<file path="src/rtl/stream_pkg.sv">
// Shared stream-path definitions: serializer state encodings and a width helper
// used by the FIFO and the width converters.
package stream_pkg;

    typedef enum logic {
        SER_IDLE  = 1'b0,
        SER_SHIFT = 1'b1
    } ser_state_e;

    // Counter/pointer width for 'value' states; never narrower than one bit.
    function automatic int clog2_min1(input int value);
        return (value <= 2) ? 1 : $clog2(value);
    endfunction

endpackage

</file>
<file path="src/rtl/stream_width_serializer.sv">
// Pops IN_WIDTH-bit words from the FIFO and emits them as RATIO narrower beats,
// one beat per cycle with no bubble between consecutive words.
module stream_width_serializer
    import stream_pkg::*;
#(
    parameter int IN_WIDTH  = 32,
    parameter int OUT_WIDTH = 8,
    parameter int LSB_FIRST = 1
) (
    input  logic                 clk,
    input  logic                 rst_n,
    input  logic                 clear_i,
    input  logic [IN_WIDTH-1:0]  in_data_i,
    input  logic                 in_valid_i,
    output logic                 in_grant_o,
    output logic [OUT_WIDTH-1:0] out_data_o,
    output logic                 out_valid_o,
    input  logic                 out_grant_i,
    output logic                 out_last_o,
    output logic                 busy_o
);

    localparam int RATIO = IN_WIDTH / OUT_WIDTH;
    localparam int CNT_W = clog2_min1(RATIO);
    localparam logic [CNT_W-1:0] LAST_CNT = CNT_W'(RATIO - 1);

    generate
        if (OUT_WIDTH < 1 || IN_WIDTH < OUT_WIDTH || (IN_WIDTH % OUT_WIDTH) != 0) begin : g_bad_params
            $error("ERROR: stream_width_serializer needs OUT_WIDTH>=1 and IN_WIDTH a multiple of OUT_WIDTH");
        end
    endgenerate

    ser_state_e            state_q, state_d;
    logic [IN_WIDTH-1:0]   wreg_q, wreg_d;
    logic [CNT_W-1:0]      cnt_q, cnt_d;
    logic [CNT_W-1:0]      chunk_idx;
    logic                  last;

    assign last      = (cnt_q == LAST_CNT);
    // MSB-first order walks the same part-select from the top chunk down.
    assign chunk_idx = (LSB_FIRST != 0) ? cnt_q : (LAST_CNT - cnt_q);

    always_ff @(posedge clk or negedge rst_n) begin
        if (!rst_n) begin
            state_q <= SER_IDLE;
            wreg_q  <= '0;
            cnt_q   <= '0;
        end else begin
            state_q <= state_d;
            wreg_q  <= wreg_d;
            cnt_q   <= cnt_d;
        end
    end

    always_comb begin
        state_d     = state_q;
        wreg_d      = wreg_q;
        cnt_d       = cnt_q;
        in_grant_o  = 1'b0;
        out_valid_o = 1'b0;
        out_data_o  = '0;
        out_last_o  = 1'b0;
        busy_o      = 1'b0;

        case (state_q)
            SER_IDLE: begin
                in_grant_o = 1'b1;
                if (in_valid_i) begin
                    wreg_d  = in_data_i;
                    cnt_d   = '0;
                    state_d = SER_SHIFT;
                end
            end
            SER_SHIFT: begin
                out_valid_o = 1'b1;
                busy_o      = 1'b1;
                out_data_o  = wreg_q[int'(chunk_idx)*OUT_WIDTH +: OUT_WIDTH];
                out_last_o  = last;
                // Popping on the last accepted beat refills the word without a gap.
                in_grant_o  = out_grant_i & last;
                if (out_grant_i) begin
                    if (!last) begin
                        cnt_d = cnt_q + CNT_W'(1);
                    end else begin
                        cnt_d = '0;
                        if (in_valid_i) begin
                            wreg_d = in_data_i;
                        end else begin
                            state_d = SER_IDLE;
                        end
                    end
                end
            end
            default: begin
                state_d = SER_IDLE;
                cnt_d   = '0;
            end
        endcase

        // Flush wins: nothing is popped, so no FIFO word is lost.
        if (clear_i) begin
            state_d    = SER_IDLE;
            cnt_d      = '0;
            wreg_d     = wreg_q;
            in_grant_o = 1'b0;
        end
    end

endmodule
</file>
<file path="config.mk">
export PLATFORM = sky130hd
export DESIGN_NAME = stream_width_serializer
export DESIGN_NICKNAME = d
export VERILOG_FILES = /design/src/rtl/stream_pkg.sv /design/src/rtl/stream_width_serializer.sv
export SDC_FILE = /design/constraint.sdc
export NUM_CORES = 1
export LEC_CHECK = 0
export CAP_MARGIN = 10
export CORE_MARGIN = 2
export CORE_UTILIZATION = 46
export DETAILED_ROUTE_END_ITERATION = 10
export DONT_BUFFER_PORTS = 1
export PLACE_DENSITY_LB_ADDON = 0.12
export SLEW_MARGIN = 20
export SYNTH_ARGS = -nofsm -noshare
export SYNTH_HDL_FRONTEND = slang
export SYNTH_SLANG_ARGS = --single-unit
</file>
<file path="constraint.sdc">
create_clock -name clk -period 2.3 [get_ports clk]
set_clock_uncertainty 0.2 [all_clocks]
set_input_delay 0.46 -clock clk [delete_from_list [all_inputs] [get_ports clk]]
set_output_delay 0.46 -clock clk [all_outputs]
set_load 0.05 [all_outputs]
</file>
# After elaboration in Yosys (flattened, before gate mapping)
# Index checks and enable logic that the tools add are counted.
# op_classes
addsub	1
mul	0
n_div	0
n_lt_le_gt_ge	0
eq_ne	5
shift	1
muxes	19
bitwise	3
n_reduce_logical	2
# ops
operator	n
32-bit two-way mux	3
32-bit one-hot mux with 2 select lines	1
32-bit by 6-bit variable part select with 8-bit output	1
2-bit two-way mux	4
8-bit two-way mux	1
1-bit two-way mux	7
3-bit != test, second input constant	2
1-bit one-hot mux with 2 select lines	2
2-bit one-hot mux with 2 select lines	1
3-bit AND reduction	1
2-bit by 1-bit adder with 2-bit output, second input constant	1
2-bit equality test, second input constant	1
2-bit by 1-bit != test with 1-bit output, second input constant	1
2-bit != test, second input constant	1
1-bit inverter	2
2-bit AND reduction	1
1-bit bitwise AND	1
# word_totals
ff_bits	35
latchBits	0
ramBits	0
romBits	0
word_cells	34
n_memories	0

# Longest topological paths before layout
# depth
ltp_word	5
mapped_depth	5
ltp_nobuf	4

# Least setup slack after synthesis
# OpenSTA, ideal clock, no wires.
# synth_timing
path_type	register -> output
startpoint	reg state_q
endpoint	out out_data_o[0]
t_arrival_ps	1920
t_required_ps	1640
setup_slack_ps	-280
path_stages_with_launch	5
n_path_buf	2
path_cell_list	dfrtp_1 buf_2 nand2b_1 buf_1 o22ai_1
# synth_between
elab_chain_len	1
# synth_rtl
item	line	source
start: declaration	stream_width_serializer.sv:33	ser_state_e state_q, state_d;
start signal: assignment	stream_width_serializer.sv:49	state_q <= state_d;
8-bit two-way mux	stream_width_serializer.sv:65	case (state_q)
end: declaration	stream_width_serializer.sv:16	output logic [OUT_WIDTH-1:0] out_data_o,
# No other way between the ends.

# Final worst setup path
# layout_timing
startpoint	reg state_q
endpoint	out out_last_o
# layout_between
elab_chain_len	1
# layout_rtl
item	line	source
1-bit two-way mux	stream_width_serializer.sv:65	
end: declaration	stream_width_serializer.sv:19	output logic out_last_o,
# No other way between the ends.

==> run summary <==
status = finished clean
Port Buffer Count = 0
Post-Syn Instances = 119
top cells by area, synth = dfrtp_1 53%, mux2_2 20%, mux2i_1 10%, o22ai_1 3.0%, buf_6 2.1%
per-cell routed wire length = 17.3 um
Rows = 21
setup tns final = 0 ns
Worst VDD drop = 0.449 mV
Syn-to-layout area delta = 23.3%
Util after Layout = 0.598
routed wire length = 3.17 mm
I/O pin total = 49
Critical Path RT = 1.64 ns
via count = 970
WP buf/inv = 2
# clock sinks = 35
Peak Freq = 455 MHz
core box area = 3390 um^2
Synth Area in Adders = 0.0152
first-pass GRT wire length = 5.37 mm
Vias/cell = 5.30
Post-Synth Simple-Gate Area = 0.0274
Seq cells post-synth = 35
Routability Congestion = 0.691
nets@finish = 175
drt drc = 0
largest net degree at the start of global routing = 36
initial DRC count = 44
Tcrit/Tclk final = 0.955
most frequent cells in the layout = 33 x dfrtp_1, 29 x mux2_2, 17 x mux2i_1
layout cells sized above 1 = 0.467
Final ANT Viol Nets = 0
synthesized area = 1640 um^2
Netlist cell types = 20
Slew Limit Fails = 0
Post-Synth XOR/XNOR Area = 0
final hold viol count = 0
Crit path max-delay family = flip-flops
CP max-delay cell = dfrtp_2
Worst Hold Class = in -> reg
Power Dens Cells = 754 nW/um^2
Starting Density = 0.485
Tmin final = 2.20 ns
Avg Synthesized Cell Area = 13.8 um^2
Setup crit end kind = output pin
Max-Slew Margin vs Limit = 0.801
CTS Root Buffer Type = clkbuf_4
Worst Path Max Fanout = 9
CP Class = reg -> out
H-tree depth = 2
commonest non-fill, non-tap cell in the layout = dfrtp_1
Final Setup Violations = 0
crit-path max cell delay = 0.49 ns
DIE AREA = 4070 um^2
CP cell instances = buf_4 -> and2_1 -> buf_12
final worst slack = 0.104 ns
GRT Util Overall = 0.177
P_leak = 0.000820 uW
Die W = 63.8 um
register area share after synthesis = 0.533
cell type with the largest total area after synthesis = dfrtp_1
post-DP HPWL = 2.32 mm
router iterations before antenna repair = 4
Hold Worst Slack = 0.0597 ns
synth warn = 0
total CTS buffers = 5
clock latency on the worst-skew pair = 0.33 ns
Layout Cells excl Fill = 183
CP Launch Type = flip-flop
global route overflow = 0
Die Y = 63.8 um
maximum root-to-sink buffer count = 2
Placed Cells = 172
initial antenna violation count = 0
clk slew on worst S/H paths = 0.11 ns
Worst Tran Pin Value = 0.297 ns
mux contribution to synthesized area = 0.323
Crit path arrival time = 1.54 ns
Diodes inserted = 0
Yosys top cell area share = 0.533
unrepaired setup endpoints after global routing = no
CTS tree = built
vias in the first global route = 1145
complex-gate fraction of the synthesized area = 0.0632
main combinational cell family by area after synthesis = multiplexers
Synth Net Count = 158
max-cap violations = 0
pre-CTS setup slack = 0.243 ns
-- worst reg2reg max path: stages, from the launching register on --
cell and delay, ns:
dfrtp_1 0.48, ha_1 0.22, nand2_1 0.10, a211oi_4 0.28
buf_4 0.28, mux2_2 0.37
-- through the flow --
stage | area (um^2) | power [uW]
after floorplan | 1690 | 1080
after global placement | 1920 | 1190
after detailed placement | 1920 | 1210
after CTS | 2010 | 1550
after global routing | 2030 | 1620
final | 2030 | 1530
-- metal layers --
metal	GRT usage	vias to the layer above	wire (um)
li1	-	465	-
met1	0.213	471	1330
met2	0.275	32	1590
met3	0.0880	2	228
met4	0.0571	0	18
met5	0	-	0
-- worst paths after layout --
kind,from,to,slack [ns],cells after the start
max,state_q,out_last_o,0.10,3
min in group asynchronous,rst_n,wreg_q[6],0.36,2
max reg2reg,chunk_idx[0],wreg_q[1],0.25,5
max in group asynchronous,rst_n,state_q,1.34,2
min reg2reg,wreg_q[31],wreg_q[31],0.30,1
min,in_data_i[14],wreg_q[14],0.06,1
-- cells in the mapped netlist --
| master | number |
|---|---|
| a211oi_1 | 1 |
| a211oi_4 | 1 |
| a21boi_0 | 1 |
| a21oi_1 | 2 |
| a311oi_1 | 1 |
| and2_1 | 1 |
| buf_1 | 1 |
| buf_2 | 3 |
| buf_4 | 1 |
| buf_6 | 3 |
| dfrtp_1 | 35 |
| ha_1 | 2 |
| inv_1 | 1 |
| mux2_1 | 3 |
| mux2_2 | 29 |
| mux2i_1 | 17 |
| nand2_1 | 3 |
| nand2b_1 | 2 |
| nor2_1 | 4 |
| o22ai_1 | 8 |
-- final cells by class --
| type | instances | area (um^2) |
|---|---|---|
| well taps | 46 | 57.6 |
| repair buffers | 18 | 273 |
| inverters | 1 | 3.75 |
| fillers | 275 | 1360 |
| clock buffers | 7 | 45.0 |
| clock inverters | 1 | 5.00 |
| flip-flops and latches | 35 | 878 |
| multi-input cells | 75 | 764 |
-- power breakdown --
part	leakage [uW]	internal (uW)	switching [uW]
sequential	0.000413	727	61.2
clock	0.0000293	119	194
combinational	0.000378	223	203
-- repair_timing --
| action | CTS | global route |
|---|---|---|
| buffers inserted | 0 | 0 |
| endpoints found under the hold margin | 38 | 0 |
| endpoints found under the setup margin | 8 | 10 |
| hold buffers | 3 | 0 |
| resized for setup | 2 | 6 |
-- flip-flops by register name, summed over array words and instances (netlist names) --
signal,count
wreg_q,32
chunk_idx,2
state_q,1
-- cell families (layout without fill, tap and decap cells) --
family | Yosys count | after routing
adders and majority gates | 2 | 2
DFF | 35 | 35
and+or+nand+nor | 10 | 10
muxes | 49 | 49
buffers and inverters | 9 | 27
AOI/OAI and AO/OA | 14 | 14
Power figures use the tool's default switching activity.
